`config.mk`:
```
export PLATFORM = sky130hd
export DESIGN_NAME = fetcher
export DESIGN_NICKNAME = d
export VERILOG_FILES = /design/src/rtl/fetcher.sv
export SDC_FILE = /design/constraint.sdc
export NUM_CORES = 1
export LEC_CHECK = 0
export CAP_MARGIN = 20
export CORE_ASPECT_RATIO = 1.5
export CORE_MARGIN = 3
export CORE_UTILIZATION = 45
export CTS_BUF_LIST = sky130_fd_sc_hd__clkbuf_4 sky130_fd_sc_hd__clkbuf_8 sky130_fd_sc_hd__clkbuf_16
export DETAILED_ROUTE_END_ITERATION = 7
export PLACE_DENSITY = 0.86
export REMOVE_ABC_BUFFERS = 1
export SKIP_CTS_REPAIR_TIMING = 1
export SYNTH_ARGS = -nofsm -noshare
export SYNTH_HDL_FRONTEND = slang
export SYNTH_SLANG_ARGS = --single-unit
```
`constraint.sdc`:
```
create_clock -name clk -period 2.73 [get_ports clk]
set_input_delay 0.4095 -clock clk [delete_from_list [all_inputs] [get_ports clk]]
set_output_delay 0.4095 -clock clk [all_outputs]
set_load 0.1 [all_outputs]
```
`src/rtl/fetcher.sv`:
```
// fetcher: instruction fetch responder for the core scheduler's FETCH/DECODE sequence.
// Optional single-entry fetch reuse tag is compiled in with FETCHER_REUSE_EN.
module fetcher #(
    parameter int PROGRAM_MEM_ADDR_BITS = 8,
    parameter int PROGRAM_MEM_DATA_BITS = 16
) (
    input  logic                             clk,
    input  logic                             reset_n,
    input  logic [2:0]                       core_state,
    input  logic [PROGRAM_MEM_ADDR_BITS-1:0] current_pc,
    output logic                             mem_read_valid,
    output logic [PROGRAM_MEM_ADDR_BITS-1:0] mem_read_address,
    input  logic                             mem_read_ready,
    input  logic [PROGRAM_MEM_DATA_BITS-1:0] mem_read_data,
    output logic [2:0]                       fetcher_state,
    output logic [PROGRAM_MEM_DATA_BITS-1:0] instruction,
    output logic [31:0]                      fetch_request_count,
    output logic [31:0]                      fetch_reuse_count,
    output logic [31:0]                      fetch_wait_cycles
);

    localparam logic [2:0] CORE_IDLE   = 3'b000;
    localparam logic [2:0] CORE_FETCH  = 3'b001;
    localparam logic [2:0] CORE_DECODE = 3'b010;

    typedef enum logic [2:0] {
        S_IDLE     = 3'b000,
        S_FETCHING = 3'b001,
        S_FETCHED  = 3'b010
    } state_t;

    state_t state;
    state_t state_nxt;

    logic                             valid_nxt;
    logic [PROGRAM_MEM_ADDR_BITS-1:0] addr_nxt;
    logic [PROGRAM_MEM_DATA_BITS-1:0] instr_nxt;
    logic [31:0]                      req_nxt;
    logic [31:0]                      wait_nxt;

    logic core_idle;
    logic core_fetch;
    logic core_decode;
    logic hit;

    assign core_idle   = (core_state == CORE_IDLE);
    assign core_fetch  = (core_state == CORE_FETCH);
    assign core_decode = (core_state == CORE_DECODE);

    assign fetcher_state = state;

`ifdef FETCHER_REUSE_EN
    logic [PROGRAM_MEM_ADDR_BITS-1:0] tag_pc;
    logic                             tag_valid;
    logic [PROGRAM_MEM_ADDR_BITS-1:0] tag_pc_nxt;
    logic                             tag_valid_nxt;
    logic [31:0]                      reuse_q;
    logic [31:0]                      reuse_nxt;

    assign hit = tag_valid && (tag_pc == current_pc);
    assign fetch_reuse_count = reuse_q;

    // Reuse tag and reuse counter; only reset clears the tag.
    always_ff @(posedge clk) begin
        if (!reset_n) begin
            tag_pc    <= '0;
            tag_valid <= 1'b0;
            reuse_q   <= '0;
        end else begin
            tag_pc    <= tag_pc_nxt;
            tag_valid <= tag_valid_nxt;
            reuse_q   <= reuse_nxt;
        end
    end
`else
    assign hit = 1'b0;
    assign fetch_reuse_count = '0;
`endif

    // State register.
    always_ff @(posedge clk) begin
        if (!reset_n) begin
            state <= S_IDLE;
        end else begin
            state <= state_nxt;
        end
    end

    // Next-state: a scheduler restart (core IDLE) overrides everything.
    always_comb begin
        state_nxt = state;
        if (core_idle) begin
            state_nxt = S_IDLE;
        end else begin
            case (state)
                S_IDLE: begin
                    if (core_fetch) begin
                        state_nxt = hit ? S_FETCHED : S_FETCHING;
                    end
                end
                S_FETCHING: begin
                    if (mem_read_ready) begin
                        state_nxt = S_FETCHED;
                    end
                end
                S_FETCHED: begin
                    if (core_decode) begin
                        state_nxt = S_IDLE;
                    end
                end
                default: state_nxt = S_IDLE;
            endcase
        end
    end

    // Next values of the registered outputs, counters and tag.
    always_comb begin
        valid_nxt = mem_read_valid;
        addr_nxt  = mem_read_address;
        instr_nxt = instruction;
        req_nxt   = fetch_request_count;
        wait_nxt  = fetch_wait_cycles;
`ifdef FETCHER_REUSE_EN
        tag_pc_nxt    = tag_pc;
        tag_valid_nxt = tag_valid;
        reuse_nxt     = reuse_q;
`endif
        if (state == S_FETCHING && !mem_read_ready) begin
            wait_nxt = fetch_wait_cycles + 32'd1;
        end
        if (core_idle) begin
            valid_nxt = 1'b0;
        end else begin
            case (state)
                S_IDLE: begin
                    if (core_fetch) begin
                        if (hit) begin
`ifdef FETCHER_REUSE_EN
                            reuse_nxt = reuse_q + 32'd1;
`endif
                        end else begin
                            valid_nxt = 1'b1;
                            addr_nxt  = current_pc;
                            req_nxt   = fetch_request_count + 32'd1;
                        end
                    end
                end
                S_FETCHING: begin
                    if (mem_read_ready) begin
                        instr_nxt = mem_read_data;
                        valid_nxt = 1'b0;
`ifdef FETCHER_REUSE_EN
                        tag_pc_nxt    = mem_read_address;
                        tag_valid_nxt = 1'b1;
`endif
                    end
                end
                default: ;
            endcase
        end
    end

    // Output and counter registers.
    always_ff @(posedge clk) begin
        if (!reset_n) begin
            mem_read_valid      <= 1'b0;
            mem_read_address    <= '0;
            instruction         <= '0;
            fetch_request_count <= '0;
            fetch_wait_cycles   <= '0;
        end else begin
            mem_read_valid      <= valid_nxt;
            mem_read_address    <= addr_nxt;
            instruction         <= instr_nxt;
            fetch_request_count <= req_nxt;
            fetch_wait_cycles   <= wait_nxt;
        end
    end

endmodule

```
* Yosys cells after proc, flatten, opt, wreduce, memory -nomap -nowiden
Cells that the tools add are included.
W data, S select, Z words.
** Storage, ports and cells
- Word-level logic and storage cells :: 34
- Flip-flop bits (word level) :: 92
- Output and inout bits :: 124
- Input port bits :: 30
** Cells by class
- Multiplexer cells :: 7
- Reduce and logical (&&, ||, !) cells :: 10
- Equal/unequal tests :: 7
- Bitwise logic cells :: 2
- $add $sub $neg :: 2
** Operators with widths (number)
- $add A32 B1 Y32 const B :: 2
- $reduce_and A3 Y1 :: 4
- $mux W3 :: 3
- $pmux W3 S3 :: 1
- $eq A3 B1 Y1 const B :: 2
- $eq A3 B2 Y1 const B :: 2
- $logic_not A3 Y1 :: 2
- $ne A2 B2 Y1 const B :: 3
- $mux W1 :: 2
- $not A1 Y1 :: 2
- $pmux W1 S2 :: 1
- $reduce_bool A2 Y1 :: 1
- $reduce_or A2 Y1 :: 1
- $logic_and A1 B1 Y1 :: 1
- $logic_not A1 Y1 :: 1

* Longest topological paths before layout
Gate-level depths: netlist (run 1).
- Word-level depth :: 3
- Gate-level depth with buffers :: 7
- Depth with buffers taken out :: 5

* Worst setup path after synthesis (run 1)
No wires, ideal clock.
- Kind :: register to register
- From :: register fetch_wait_cycles[0]
- To :: register fetch_wait_cycles[30]
- Setup slack :: -0.141 ns
- Cell stages (with the launch flop) :: 8
- Arrival :: 2.799 ns
- Path buffers :: 2
- Clock period less this slack :: 2.871 ns
- Setup time :: 0.072 ns
- Required time :: 2.658 ns
- Path through :: dfxtp_1 -> ha_1 -> nand3_1 -> or4_1 -> clkbuf_1 -> buf_2 -> nor4_2 -> mux2i_1
** Between the ends
- Longest elaborated chain between the ends :: 1
** RTL lines
- from (decl) :: line 19 : output logic [31:0] fetch_wait_cycles
- from (signal assigned) :: line 176 : fetch_wait_cycles <= wait_nxt;
- $add A32 B1 Y32 :: line 129 : wait_nxt = fetch_wait_cycles + 32'd1;
Every way passes these cells.
A chain may end at the register's enable or synchronous reset.

* Worst setup path in the final report (run 1)
- From :: input port mem_read_ready
- To :: register fetch_wait_cycles[24]
** Between the ends
- Longest elaborated chain between the ends :: 2
** RTL lines
- from (decl) :: line 13 : input logic mem_read_ready,
- $logic_not A1 Y1 :: line 128 : if (state == S_FETCHING && !mem_read_ready) begin
- $logic_and A1 B1 Y1 :: line 128
Every way passes these cells.

==> impl_metrics.py, run 1 <==
metrics = {
    "status": {
        "outcome": "complete, no violations",
    },
    "timing": {
        "maxSlewHeadroom": 0.4548,
        "tightest_slew_ns": 0.8156,
        "fin_ws_ns": 0.2645,
        "min_period_ns": 2.465,
        "hold_slack_ns": 0.4609,
        "rsz0062_at_grt": "false",
        "finalHoldViolCount": 0,
        "skew_ns": 0.007634,
        "setup_viol": 0,
        "finalCritPeriodShare": 0.9031,
        "fmax_mhz": 405.6,
        "drv_slew": 0,
    },
    "power": {
        "powerDensity_mw_per_mm2": 513.3,
        "power.total_w": 0.002857,
        "p_leak_nw": 2.071,
        "irDropWorstVdd_mv": 0.3364,
    },
    "global_routing": {
        "grt_pass1_wl_mm": 17.29,
        "grt.total_usage": 0.1915,
        "first_global_vias": 3922,
        "overflow": 0,
        "antenna_found_initial": 0,
        "grt_max_degree": 36,
    },
    "placement": {
        "place_congestion": 0.8005,
        "dpl.hpwl_mm": 7.746,
        "dp_slack_ns": -0.04915,
        "dp_cells": 724,
        "port_buffers": 120,
    },
    "worst_hold_path": {
        "holdPathStages": 2,
        "worstHoldEndpoint": "mem_read_address[0]",
        "hold_path_class": "flop to flop",
        "hp-start": "mem_read_address[0]",
    },
    "finish": {
        "fin_nets": 655,
        "area_growth_syn_to_layout_pct": 29.11,
        "insertedDiodeCount": 0,
        "stdcell_count": 736,
        "utilization": 0.5981,
        "layout-drive-gt1-share": 0.2003,
    },
    "routing": {
        "ant_nets": 0,
        "wl_mm": 10.34,
        "vias_per_cell": 5.488,
        "wl_per_cell_um": 14.05,
        "drt_pass1_iterations": 4,
        "drc_errors": 0,
        "num_vias": 4039,
        "drt_iter0_drc": 188,
    },
    "yosys": {
        "synth.top_cell.area_share": 0.4225,
        "netlist_instances": 506,
        "synth_ff_type": "dfxtp_1",
        "synth_top_family_by_area": "simple AND/OR/NAND/NOR gates",
        "syn_area_per_cell_um2": 8.521,
        "yosysSeqAreaShare": 0.4225,
        "yosysMostFrequentCell": "dfxtp_1",
        "synth_enable_flop_cells": 0,
        "ys_types": 37,
        "synth_fa_ha_area_frac": 0.005804,
        "synth.largest_area_cell": "dfxtp_1",
        "synthArstFlopShare": 0,
        "synth-compound-area-share": 0.1190,
        "synthMuxAreaShare": 0.06500,
        "synth_area_mm2": 0.004312,
        "yosys-top-cells-area": "dfxtp_1 42%, mux2i_1 6.5%, buf_4 5.7%, nand2_1 5.0%, a21oi_1 4.6%",
        "synth_xor_area_frac": 0.02844,
        "synthSimpleGateAreaFrac": 0.2615,
        "ys_ff_latch": 91,
        "ys_warn_count": 0,
        "ys_top_cells_by_count": "91 x dfxtp_1, 58 x nand2_1, 40 x a21oi_1, 33 x buf_4, 33 x nor2_1",
    },
    "worst_setup_path": {
        "critPathMaxFanout": 12,
        "start_kind": "primary input",
        "critPathKind": "primary input to flop",
        "rrSetupSlack_ns": 0.32,
        "worstReg2RegEnd": "fetch_wait_cycles[24]",
        "cp_data_required_time_ns": 2.98,
        "arrival_ns": 2.72,
        "rr_worst_depth": 5,
        "reg2reg_from": "fetch_wait_cycles[0]",
        "endpoint_kind": "flop",
    },
    "clocking": {
        "clock-root-buffer": "clkbuf_16",
        "cts_tree": "yes",
        "clock_sinks": 91,
        "clk_pin_slew_ns": 0.06,
        "insertion_delay_ns": 0.33,
        "ctsHtreeMaxLevel": 3,
        "clk_path_buf_depth": 2,
        "cts_buffers": 9,
    },
    "floorplanning": {
        "core-area_mm2": 0.009308,
        "ios": 154,
        "start_util": 0.4632,
        "die_w_um": 85.92,
        "dieArea_mm2": 0.01082,
        "rows": 43,
        "dieHeight_um": 125.9,
    },
    "run": {
        "max_cap_violations": 0,
    },
}
==> state kept, by name, summed over array words and instances, names as in the netlist <==
name	count
mem_read_valid	1
fetch_wait_cycles	32
fetch_request_count	32
mem_read_address	8
fetcher_state	2
instruction	16
==> worst max path at each step <==
stage / endpoint / slack [ns] / cells past startpoint / from
floorplan: fetch_wait_cycles[27] / -0.30 / 4 / fetcher_state[0]
global placement: fetch_wait_cycles[16] / 0.008 / 6 / mem_read_ready
detailed placement: fetch_wait_cycles[24] / -0.05 / 5 / mem_read_ready
CTS: fetch_wait_cycles[24] / 0.29 / 5 / mem_read_ready
global route: fetch_wait_cycles[20] / 0.16 / 5 / mem_read_ready
finish: fetch_wait_cycles[24] / 0.26 / 5 / mem_read_ready
==> where the power goes <==
group	switching (W)	total, W	internal (W)	leakage, nW
Sequential	0.00000732	0.00135	0.00134	0.734
Combinational	0.000328	0.000400	0.0000716	1.21
Clock	0.000455	0.00111	0.000656	0.130
Total	0.000791	0.00286	0.00207	2.07
==> routing by layer <==
metal | GRT usage | up-vias | wire length (µm)
li1 | - | 1970 | -
met3 | 0.05432 | 18 | 706
met2 | 0.3512 | 127 | 5522
met4 | 0.07456 | 0 | 209
met5 | 0 | - | 0
met1 | 0.2011 | 1924 | 3900
==> through the flow <==
step,TNS [ns],area (µm²)
2_1_floorplan,-5.482,4070
3_3_place_gp,0,5306
3_5_place_dp,-0.2330,5306
4_1_cts,0,5567
5_1_grt,0,5567
6_report,0,5567
==> final cells by class <==
type / count / area (µm²)
Timing Repair Buffer: 136 / 1094
Sequential cell: 91 / 1822
Clock buffer: 12 / 260.3
Multi-Input combinational cell: 370 / 2195
Tap cell: 112 / 140.1
Inverter: 15 / 56.30
Fill cell: 807 / 3741
==> cells by family after synthesis <==
logic type | after synthesis
fa+ha+maj | 2
simple gates | 210
mux | 28
xor+xnor | 14
buf+inv | 77
compound gates | 83
other cells | 1
flops | 91
==> cell usage in the layout, fill, tap and decap left out, types with 9 or more instances in the layout <==
cell type and n:
o31ai_1 16, clkbuf_16 9, mux2i_1 28, nand3_1 14, a21oi_1 40, nand2b_1 16, inv_1 14, buf_4 107
dfxtp_1 91, nor2_1 32, nand4_1 16, xnor2_1 12, or4_1 20, nand2_1 58, o21ai_0 11, nor4_1 13
conb_1 33, or3_1 11, clkdlybuf4s50_1 29
==> critical path: stages <==
cell and delay, ns:
clkdlybuf4s50_1 0.43, or3b_1 0.42, or4_1 0.74, or4_1 0.54
a21oi_1 0.17
Note: power is estimated with default switching activity, not from simulation.
==> inputs of run 2 (changes only) <==
CORE_UTILIZATION = 47   (was 45)
CTS_BUF_LIST = sky130_fd_sc_hd__clkbuf_8   (was sky130_fd_sc_hd__clkbuf_4 sky130_fd_sc_hd__clkbuf_8 sky130_fd_sc_hd__clkbuf_16)
PLACE_DENSITY = 0.89   (was 0.86)
==> impl_metrics.py, run 2 (synthesis results as in run 1) <==
metrics = {
    "status": {
        "outcome": "complete, no violations",
    },
    "timing": {
        "fin_tns_setup_ns": 0,
        "finalCritPeriodShare": 0.8938,
        "rsz0062_at_grt": "false",
        "setup_viol": 0,
        "hold_slack_ns": 0.4615,
        "min_period_ns": 2.440,
        "drv_slew": 0,
        "fmax_mhz": 409.8,
        "maxSlewHeadroom": 0.2870,
        "tightest_slew_ns": 1.068,
        "finalHoldViolCount": 0,
        "skew_ns": 0.008169,
    },
    "worst_setup_path": {
        "worstReg2RegEnd": "fetch_wait_cycles[14]",
        "critPathLaunch": "fetch_wait_cycles[1]",
        "rr_worst_depth": 6,
        "crit_chain": "ha_1 > nand3_1 > or4_1 > buf_4 > or3_1 > a21oi_1",
        "reg2reg_from": "fetch_wait_cycles[1]",
        "critPathMaxFanout": 12,
        "critPathMaxStageDelay_ns": 0.77,
        "cp-endpoint": "fetch_wait_cycles[14]",
        "start_kind": "flop",
        "critPathKind": "flop to flop",
        "cp_data_required_time_ns": 3.03,
        "endpoint_kind": "flop",
        "arrival_ns": 2.74,
        "rrSetupSlack_ns": 0.29,
        "slowest_stage": "or4_1",
    },
    "power": {
        "power.total_w": 0.002569,
        "p_leak_nw": 2.042,
        "powerDensity_mw_per_mm2": 468.7,
        "irDropWorstVdd_mv": 0.4006,
    },
    "finish": {
        "fin_nets": 654,
        "fillers": 766,
        "multi_input_area_mm2": 0.002195,
        "register_area_mm2": 0.001822,
        "final_common_cell": "buf_4",
        "fin_area_mm2": 0.005482,
        "area_growth_syn_to_layout_pct": 27.13,
        "insertedDiodeCount": 0,
        "layout-drive-gt1-share": 0.1994,
        "final_cell_mix": "105 x buf_4, 91 x dfxtp_1, 58 x nand2_1",
        "largest_registers": "fetch_request_count: 32 flops, fetch_wait_cycles: 32 flops, instruction: 16 flops",
    },
    "placement": {
        "placed_area_mm2": 0.005309,
        "port_buffers": 120,
        "dpl.hpwl_mm": 7.515,
        "place_congestion": 0.7922,
    },
    "clocking": {
        "clock_sinks": 91,
        "ctsHtreeMaxLevel": 3,
        "clk_pin_slew_ns": 0.08,
        "cts_buffers": 9,
        "insertion_delay_ns": 0.37,
        "clk_path_buf_depth": 2,
        "clock-root-buffer": "clkbuf_8",
        "cts_tree": "yes",
    },
    "global_routing": {
        "grt_max_degree": 68,
        "grt.total_usage": 0.2003,
        "use_met2": 0.3622,
        "busiest_layer": "met2",
        "first_global_vias": 3792,
        "antenna_found_initial": 0,
        "met1_usage": 0.2176,
        "grt_pass1_wl_mm": 17.10,
        "globalRouteMet3Util": 0.04933,
        "overflow": 0,
    },
    "routing": {
        "num_vias": 4071,
        "drc_errors": 0,
        "wl_mm": 10.36,
        "ant_nets": 0,
        "wl_per_cell_um": 14.06,
        "vias_per_cell": 5.524,
        "drt_pass1_iterations": 4,
        "drt_iter0_drc": 284,
    },
    "worst_hold_path": {
        "hold_path_class": "flop to flop",
    },
    "run": {
        "max_cap_violations": 0,
    },
    "floorplanning": {
        "die_w_um": 84.21,
        "core-area_mm2": 0.008881,
        "dieHeight_um": 123.3,
        "dieArea_mm2": 0.01038,
        "ios": 154,
        "start_util": 0.4855,
        "rows": 42,
    },
}
[run 2: cell count changes in the layout (fill, tap and decap cells not counted)]
cell       before  now
clkbuf_8        2   11
clkbuf_4        1    0
inv_1          14   17
clkinv_2        0    2
clkbuf_16       9    0
buf_4         107  105
buf_12          0    1
[run 2: area by class of cell]
| class | instances | area share |
|---|---|---|
| clock buffer | 11 | 0.02762 |
| clock inverter | 5 | 0.003880 |
| inverter | 15 | 0.01027 |
| multi-input combinational | 370 | 0.4004 |
| sequential | 91 | 0.3323 |
| tap | 110 | 0.02511 |
| timing repair buffer | 135 | 0.2004 |
[run 2: critical path: cells and delay by family (launching register included)]
kind / cells / cell delay, ns
fa+ha+maj: 1 / 0.22
flops: 1 / 0.44
simple gates: 3 / 1.29
buf+inv: 1 / 0.24
compound gates: 1 / 0.16
[run 2: worst min path at each step]
stage	start	end	slack, ns	depth (start not counted)
2_1_floorplan	reset_n	fetch_wait_cycles[11]	0.53	1
3_3_place_gp	mem_read_address[5]	mem_read_address[5]	0.45	2
3_5_place_dp	mem_read_address[7]	mem_read_address[7]	0.45	2
4_1_cts	mem_read_address[7]	mem_read_address[7]	0.46	2
5_1_grt	mem_read_address[6]	mem_read_address[6]	0.48	2
6_report	mem_read_address[1]	mem_read_address[1]	0.46	2
[run 2: power breakdown]
group / switching [W] / internal [W]
Clock: 0.000456 / 0.000368
Combinational: 0.000329 / 0.0000726
Sequential: 0.00000716 / 0.00134
Total: 0.000792 / 0.00178
[run 2: metrics by stage]
| step | util | setup slack, ns | instances |
|---|---|---|---|
| 2_1_floorplan | - | -0.2957 | 476 |
| 6_report | 0.6172 | 0.2901 | 737 |
| 5_1_grt | 0.6172 | 0.1423 | 737 |
| 3_5_place_dp | 0.5978 | -0.06855 | 721 |
| 3_3_place_gp | 0.5978 | 0.007229 | 721 |
| 4_1_cts | 0.6172 | 0.3043 | 737 |
[run 2: metal layers]
layer  vias up  part of all wire
met5         -                 0
met4         0             0.023
met3        16             0.065
met2       137              0.53
met1      1939              0.38
li1       1979                 -
